### config.mk
export PLATFORM = sky130hd
export DESIGN_NAME = commit_trace_monitor
export DESIGN_NICKNAME = d
export VERILOG_FILES = /design/src/rtl/trace_pkg.sv /design/src/rtl/trace_fifo_mw.sv /design/src/rtl/commit_trace_monitor.sv
export SDC_FILE = /design/constraint.sdc
export NUM_CORES = 2
export LEC_CHECK = 0
export BUFFER_PORTS_ARGS = -buffer_cell sky130_fd_sc_hd__buf_4
export CORE_ASPECT_RATIO = 0.9
export CORE_MARGIN = 1
export CORE_UTILIZATION = 45
export CTS_CLUSTER_DIAMETER = 50
export DETAILED_ROUTE_END_ITERATION = 8
export GPL_ROUTABILITY_DRIVEN = 1
export RECOVER_POWER = 25
export SYNTH_ARGS = -nofsm -noshare
export SYNTH_HDL_FRONTEND = slang
export SYNTH_SLANG_ARGS = --single-unit
export TNS_END_PERCENT = 10
### constraint.sdc
create_clock -name i_clk -period 16.4 [get_ports i_clk]
set_input_delay 0.82 -clock i_clk [delete_from_list [all_inputs] [get_ports i_clk]]
set_output_delay 0.82 -clock i_clk [all_outputs]
set_load 0.01 [all_outputs]
### src/rtl/trace_pkg.sv
// Shared types and the signature step function for the commit trace monitor.
// Widths here are the defaults used by the standard core configuration.
package trace_pkg;

  localparam int TRACE_DATA_W = 32;
  localparam int TRACE_CYC_W  = 32;
  localparam int SIG_MAX_W    = 64;

  typedef enum logic [1:0] {
    IDLE    = 2'd0,
    RUN     = 2'd1,
    HALTED  = 2'd2,
    TIMEOUT = 2'd3
  } state_e;

  typedef struct packed {
    logic [1:0]              ch;
    logic [4:0]              rd;
    logic [TRACE_DATA_W-1:0] data;
    logic [TRACE_CYC_W-1:0]  cycle;
  } trace_entry_t;

  // One signature step over a w-bit signature (w <= 64):
  // sig = rotl(sig,1) ^ data ^ (rd << 8) ^ ch, confined to the low w bits.
  function automatic logic [SIG_MAX_W-1:0] sig_step(
    input logic [SIG_MAX_W-1:0] sig,
    input int unsigned          w,
    input logic [1:0]           ch,
    input logic [4:0]           rd,
    input logic [SIG_MAX_W-1:0] data
  );
    logic [SIG_MAX_W-1:0] mask;
    logic [SIG_MAX_W-1:0] s;
    logic [SIG_MAX_W-1:0] rot;
    mask = (w >= SIG_MAX_W) ? '1 : ((64'd1 << w) - 64'd1);
    s    = sig & mask;
    rot  = ((s << 1) | (s >> (w - 1))) & mask;
    return (rot ^ data ^ (64'(rd) << 8) ^ 64'(ch)) & mask;
  endfunction

endpackage

### src/rtl/trace_fifo_mw.sv
// Multi-write, single-read FIFO. Up to NUM_W pushes per cycle are packed in
// ascending port order into the free space; the rest are refused.
module trace_fifo_mw
  import trace_pkg::*;
#(
  parameter int  DEPTH = 16,
  parameter int  NUM_W = 2,
  parameter type entry_t = trace_entry_t,
  localparam int AW    = $clog2(DEPTH),
  localparam int CNT_W = $clog2(DEPTH + 1),
  localparam int ACC_W = $clog2(NUM_W + 1)
) (
  input  logic             clk,
  input  logic             rst_n,
  input  logic             clear_i,
  input  logic [NUM_W-1:0] push_i,
  input  entry_t           push_data_i [NUM_W],
  input  logic             pop_i,
  output logic             valid_o,
  output entry_t           head_o,
  output logic [ACC_W-1:0] accepted_o
);

  entry_t           mem [DEPTH];
  logic [AW-1:0]    wr_ptr_q, wr_ptr_d;
  logic [AW-1:0]    rd_ptr_q, rd_ptr_d;
  logic [CNT_W-1:0] count_q, count_d;

  logic             pop_ok;
  logic [NUM_W-1:0] wr_en;
  logic [AW-1:0]    wr_idx [NUM_W];
  int               slot;
  int               free;

  // NOTE: always_comb uses blocking assignments and gives every output a
  // default before any branch, so no latch can be inferred.
  always_comb begin
    pop_ok = pop_i && (count_q != '0) && !clear_i;
    free   = DEPTH - int'(count_q) + (pop_ok ? 1 : 0);
    slot   = 0;
    for (int c = 0; c < NUM_W; c++) begin
      wr_en[c]  = 1'b0;
      wr_idx[c] = wr_ptr_q + AW'(slot);
      if (push_i[c] && !clear_i && (slot < free)) begin
        wr_en[c] = 1'b1;
        slot     = slot + 1;
      end
    end
    accepted_o = ACC_W'(slot);

    wr_ptr_d = wr_ptr_q + AW'(slot);
    rd_ptr_d = rd_ptr_q + AW'(pop_ok);
    count_d  = count_q + CNT_W'(slot) - CNT_W'(pop_ok);
    if (clear_i) begin
      wr_ptr_d = '0;
      rd_ptr_d = '0;
      count_d  = '0;
    end
  end

  // NOTE: sequential state uses non-blocking assignments so every register
  // samples the same pre-edge values.
  always_ff @(posedge clk or negedge rst_n) begin
    if (!rst_n) begin
      wr_ptr_q <= '0;
      rd_ptr_q <= '0;
      count_q  <= '0;
    end else begin
      wr_ptr_q <= wr_ptr_d;
      rd_ptr_q <= rd_ptr_d;
      count_q  <= count_d;
    end
  end

  // NOTE: the storage array is deliberately not reset; emptiness is tracked
  // by count_q and the head is masked to zero while empty.
  always_ff @(posedge clk) begin
    for (int c = 0; c < NUM_W; c++) begin
      if (wr_en[c]) mem[wr_idx[c]] <= push_data_i[c];
    end
  end

  assign valid_o = (count_q != '0);
  assign head_o  = valid_o ? mem[rd_ptr_q] : '0;

endmodule

### src/rtl/commit_trace_monitor.sv
// Write-back commit monitor: traces register writes, keeps a running
// signature and counters, and flags program end (PC self-loop) or timeout.
module commit_trace_monitor
  import trace_pkg::*;
#(
  parameter int                WIDTH       = 32,
  parameter int                NUM_CH      = 2,
  parameter int                DEPTH       = 16,
  parameter int                CYC_W       = 32,
  parameter int                HALT_CYCLES = 64,
  parameter int                MAX_CYCLES  = 3000,
  parameter logic [NUM_CH-1:0] ZERO_MASK   = 'b01
) (
  input  logic                i_clk,
  input  logic                i_rst_n,
  input  logic                i_start,
  input  logic                i_clear,
  input  logic [WIDTH-1:0]    i_pc,
  input  logic [NUM_CH-1:0]   i_wb_valid,
  input  logic [5*NUM_CH-1:0] i_wb_rd,
  input  logic [WIDTH*NUM_CH-1:0] i_wb_data,
  input  logic                i_trace_pop,
  output logic                o_trace_valid,
  output logic [1:0]          o_trace_ch,
  output logic [4:0]          o_trace_rd,
  output logic [WIDTH-1:0]    o_trace_data,
  output logic [CYC_W-1:0]    o_trace_cycle,
  output logic                o_overflow,
  output logic [15:0]         o_drop_cnt,
  output logic [WIDTH-1:0]    o_signature,
  output logic [CYC_W-1:0]    o_commit_cnt,
  output logic [CYC_W-1:0]    o_cycle,
  output logic [1:0]          o_state,
  output logic                o_done
);

  localparam int STAB_W = $clog2(HALT_CYCLES + 1);
  localparam int ACC_W  = $clog2(NUM_CH + 1);

  if (NUM_CH < 1 || NUM_CH > 4) begin : g_bad_ch
    $error("NUM_CH must be in 1..4");
  end
  if (DEPTH < 4 || (DEPTH & (DEPTH - 1)) != 0) begin : g_bad_depth
    $error("DEPTH must be a power of 2 and at least 4");
  end

  typedef struct packed {
    logic [1:0]       ch;
    logic [4:0]       rd;
    logic [WIDTH-1:0] data;
    logic [CYC_W-1:0] cycle;
  } entry_t;

  state_e              state_q, state_d;
  logic [WIDTH-1:0]    prev_pc_q, prev_pc_d;
  logic [STAB_W-1:0]   stable_q, stable_d;
  logic [CYC_W-1:0]    cycle_q, cycle_d;
  logic [CYC_W-1:0]    commit_q, commit_d;
  logic [WIDTH-1:0]    sig_q, sig_d;
  logic                overflow_q, overflow_d;
  logic [15:0]         drop_q, drop_d;

  logic [NUM_CH-1:0]   ev_valid;
  logic [NUM_CH-1:0]   push;
  entry_t              push_data [NUM_CH];
  entry_t              head;
  logic                head_valid;
  logic [ACC_W-1:0]    accepted;

  logic                pc_match;
  logic [WIDTH-1:0]    sig_v;
  int                  n_valid;
  int                  n_drop;
  logic [CYC_W:0]      commit_sum;
  logic [16:0]         drop_sum;

  // Qualify each channel and build its trace entry, stamped with the
  // cycle count before this cycle's increment.
  always_comb begin
    for (int c = 0; c < NUM_CH; c++) begin
      ev_valid[c]  = i_wb_valid[c] && (state_q == RUN) &&
                     !(ZERO_MASK[c] && (i_wb_rd[5*c +: 5] == 5'd0));
      push_data[c] = '{ch:    2'(c),
                       rd:    i_wb_rd[5*c +: 5],
                       data:  i_wb_data[WIDTH*c +: WIDTH],
                       cycle: cycle_q};
    end
    push = ev_valid & {NUM_CH{~i_clear}};
  end

  trace_fifo_mw #(
    .DEPTH   (DEPTH),
    .NUM_W   (NUM_CH),
    .entry_t (entry_t)
  ) u_fifo (
    .clk         (i_clk),
    .rst_n       (i_rst_n),
    .clear_i     (i_clear),
    .push_i      (push),
    .push_data_i (push_data),
    .pop_i       (i_trace_pop),
    .valid_o     (head_valid),
    .head_o      (head),
    .accepted_o  (accepted)
  );

  always_comb begin
    state_d    = state_q;
    prev_pc_d  = i_pc;
    stable_d   = stable_q;
    cycle_d    = cycle_q;
    overflow_d = overflow_q;
    pc_match   = (i_pc == prev_pc_q);

    if (!pc_match) begin
      stable_d = '0;
    end else if (state_q == RUN) begin
      stable_d = stable_q + STAB_W'(1);
    end

    unique case (state_q)
      IDLE: if (i_start) state_d = RUN;
      RUN: begin
        if (cycle_q != '1) cycle_d = cycle_q + CYC_W'(1);
        // A PC self-loop takes precedence over a simultaneous timeout.
        if (pc_match && (stable_q == STAB_W'(HALT_CYCLES - 1))) begin
          state_d = HALTED;
        end else if (cycle_q == CYC_W'(MAX_CYCLES - 1)) begin
          state_d = TIMEOUT;
        end
      end
      default: ;
    endcase

    sig_v   = sig_q;
    n_valid = 0;
    for (int c = 0; c < NUM_CH; c++) begin
      if (ev_valid[c]) begin
        sig_v   = WIDTH'(sig_step(64'(sig_v), WIDTH, 2'(c), i_wb_rd[5*c +: 5],
                                  64'(i_wb_data[WIDTH*c +: WIDTH])));
        n_valid = n_valid + 1;
      end
    end
    sig_d = sig_v;

    commit_sum = {1'b0, commit_q} + (CYC_W + 1)'(n_valid);
    commit_d   = commit_sum[CYC_W] ? '1 : commit_sum[CYC_W-1:0];

    n_drop   = n_valid - int'(accepted);
    drop_sum = {1'b0, drop_q} + 17'(n_drop);
    drop_d   = drop_sum[16] ? '1 : drop_sum[15:0];
    if (n_drop != 0) overflow_d = 1'b1;

    if (i_clear) begin
      state_d    = IDLE;
      prev_pc_d  = '0;
      stable_d   = '0;
      cycle_d    = '0;
      commit_d   = '0;
      sig_d      = '0;
      overflow_d = 1'b0;
      drop_d     = '0;
    end
  end

  always_ff @(posedge i_clk or negedge i_rst_n) begin
    if (!i_rst_n) begin
      state_q    <= IDLE;
      prev_pc_q  <= '0;
      stable_q   <= '0;
      cycle_q    <= '0;
      commit_q   <= '0;
      sig_q      <= '0;
      overflow_q <= 1'b0;
      drop_q     <= '0;
    end else begin
      state_q    <= state_d;
      prev_pc_q  <= prev_pc_d;
      stable_q   <= stable_d;
      cycle_q    <= cycle_d;
      commit_q   <= commit_d;
      sig_q      <= sig_d;
      overflow_q <= overflow_d;
      drop_q     <= drop_d;
    end
  end

  assign o_trace_valid = head_valid;
  assign o_trace_ch    = head.ch;
  assign o_trace_rd    = head.rd;
  assign o_trace_data  = head.data;
  assign o_trace_cycle = head.cycle;
  assign o_overflow    = overflow_q;
  assign o_drop_cnt    = drop_q;
  assign o_signature   = sig_q;
  assign o_commit_cnt  = commit_q;
  assign o_cycle       = cycle_q;
  assign o_state       = state_q;
  assign o_done        = (state_q == HALTED) || (state_q == TIMEOUT);

endmodule

==> impl_metrics.toml <==
[status]
run_status = "complete, but fails checks"
violations = "capacitance limit, slew limit"

[final_layout]
stdcell_count = 7162
final_cell_mix = "1,104 x edfxtp_1, 543 x nand2_1, 526 x nor2b_1"
drive_above_1_share = 0.180
nets = 5253
nFillCells = 12400
final_core_util = 0.511
area_growth_pct = 12.3
layout_commonest_cell = "edfxtp_1"
regArea_um2 = 37700
multi_input_area_um2 = 25900

[cts]
postCtsSetupRepairBufs = 0
cts_resized = 0
tritoncts = "yes"
clkTransAtPathRegs_ps = 60
clk_latency_ps = 800
cts_buffer_depth = 3
clockRootBuffer = "clkbuf_16"
htreeDepth = 4
holdBufCountCts = 0
numCtsBuffers = 149
clkSinkCount = 1287

[timing]
period_share = 0.736
period_needed_ps = 12070
slew_violations = 1193
setup_tns_ps = 0
rsz0062_at_grt = "no"
hold_violations = 0
finalSetupViolCount = 0
slew_headroom = -1.99
worst_pin_slew_ps = 4480
fmax_mhz = 82.8
finClkSkew_ps = 33.4

[global_route]
grt_usage = 0.309
grt_pass1_wl_um = 330000
antenna_found_initial = 20
use_met3 = 0.0913
gr-usage-met1 = 0.445
grt-busiest-layer = "met1"
grt_start_max_net_pins = 89
grt_pass1_vias = 45700
use_met2 = 0.443
gr-total-overflow = 0

[power]
p_switching_mw = 2.36
pwr-share-seq = 0.428
max-vdd-ir-drop_uv = 103
power_frac_clock = 0.402
power.total_mw = 8.50
combPwrFrac = 0.170
netSwitchingFraction = 0.277
pwr_density_cell_nw_per_um2 = 115
p_int_mw = 6.14
p_leak_nw = 22.2

[floorplan]
dieWidth_um = 405
std_cell_rows = 132
start_util = 0.455
die_h_um = 365
core_area_um2 = 145000
die_area_um2 = 148000
num_io_pins = 301

[routing]
route.vias.total = 47300
drt_iter0_drc = 6736
wl_per_cell_um = 32.0
drt_pre_antenna_iters = 6
drcViolationCount = 0
vias_per_cell = 6.61
wirelength_um = 229000
ant_nets = 0

[yosys]
synth_cell_type_count = 72
netlist_instances = 5119
ys_ff_latch = 1287
async_flop_share = 0.130
synth_fp_nets = 5272
syn_area_per_cell_um2 = 12.9
synth_area_um2 = 65800
ys.flop_type = "edfxtp_1"
synth_edf_count = 1104
synth_warnings = 0
seq_area_frac_synth = 0.572

[worst_setup_path]
crit_type = "input pin to flip-flop"
worstPathRequired_ps = 16820
crit_arrival_ps = 12500
end_kind = "flip-flop"
critPathMaxFanout = 62
critPathLaunchType = "input pin"

[flow_run]
maxCapViolCount = 32

[place]
dp_cells = 6892
io_buffers = 299
place_hpwl_um = 133000
gp_congestion = 0.846

[worst_hold_path]
hold_path_class = "input pin to flip-flop"
[Yosys cell counts, drive strengths merged (69+ instances only)]
cell type / n / share of area
and2: 81 / 0.0077
clkbuf: 430 / 0.025
nor2b: 526 / 0.050
o31ai: 189 / 0.022
nor3: 69 / 0.0052
a21oi: 70 / 0.0056
buf: 168 / 0.012
o41ai: 347 / 0.046
nor2: 147 / 0.0084
edfxtp: 1104 / 0.50
dfrtp: 167 / 0.064
mux4: 350 / 0.12
nand3: 276 / 0.021
nand2: 544 / 0.031
xnor2: 134 / 0.018
[through the flow]
step           setup WS (ps)  cell area (um^2)  hold WS, ps
2_1_floorplan           8820             65800          421
3_3_place_gp            7060             69600          432
3_5_place_dp            6980             69600          439
4_1_cts                 6920             74600         54.1
5_1_grt                 3140             73900          251
6_report                4330             73900          278
[worst paths after layout]
kind,startpoint,endpoint,slack [ps],cells after the start
max in group asynchronous,i_rst_n,u_fifo.rd_ptr_q[1],9740,2
min reg2reg,u_fifo.mem[7][69],u_fifo.mem[7][69],450,1
min in group asynchronous,i_rst_n,o_commit_cnt[25],1520,1
max reg2reg,u_fifo.count_q[2],u_fifo.mem[8][61],4580,27
max,i_clear,u_fifo.mem[8][61],4330,24
min,i_pc[0],prev_pc_q[0],280,2
[area by class of cell]
type | count | area share
repair buffers | 428 | 0.0359
inverters | 49 | 0.00305
well taps | 1943 | 0.0329
clock inverters | 78 | 0.0120
multi-input cells | 3185 | 0.351
diodes | 4 | 0.000135
clock buffers | 188 | 0.0552
flip-flops and latches | 1287 | 0.510
[flip-flops by register name, indices dropped and copies added (netlist names)]
name	cells
o_signature	32
stable_q	7
u_fifo.wr_ptr_q	4
o_drop_cnt	16
u_fifo.rd_ptr_q	4
u_fifo.count_q	5
o_overflow	1
o_commit_cnt	32
u_fifo.mem	1120
prev_pc_q	32
o_cycle	32
o_state	2
[critical path: stages]
cell,delay [ps]
clkbuf_1,1490
inv_1,160
and3_1,320
ha_1,230
ha_1,280
nor2b_1,190
nand3_1,100
ha_1,160
nor4b_1,320
nand4_1,240
a211oi_1,280
clkbuf_1,670
and3_1,2090
nor3_1,360
ha_1,410
ha_1,220
xor2_1,390
nor2_1,110
nand3_1,120
a31oi_1,130
a21oi_4,210
clkbuf_1,1670
inv_4,770
buf_4,590
[cells by family after synthesis]
family          share of synthesized area
xor+xnor                           0.0250
other cells                     0.0000570
buf+inv                            0.0389
fa+ha+maj                         0.00818
flops                               0.572
compound gates                     0.0956
mux                                 0.122
simple gates                        0.138
[power by group through the flow]
| stage | Sequential (mW) | Clock [mW] | Combinational [mW] |
|---|---|---|---|
| 3_3_place_gp | 3.70 | 0 | 1.49 |
| 3_5_place_dp | 3.70 | 0 | 1.49 |
| 2_1_floorplan | 3.68 | 0 | 0.856 |
| 4_1_cts | 3.64 | 3.44 | 1.50 |
| 6_report | 3.64 | 3.41 | 1.45 |
| 5_1_grt | 3.64 | 3.57 | 1.55 |
[metal layers]
metal | up-vias | part of all wire
met5 | - | 0.00042
met1 | 23900 | 0.40
met2 | 3347 | 0.43
met3 | 515 | 0.13
li1 | 19600 | -
met4 | 14 | 0.035
Note: power is estimated with default switching activity, not from simulation.
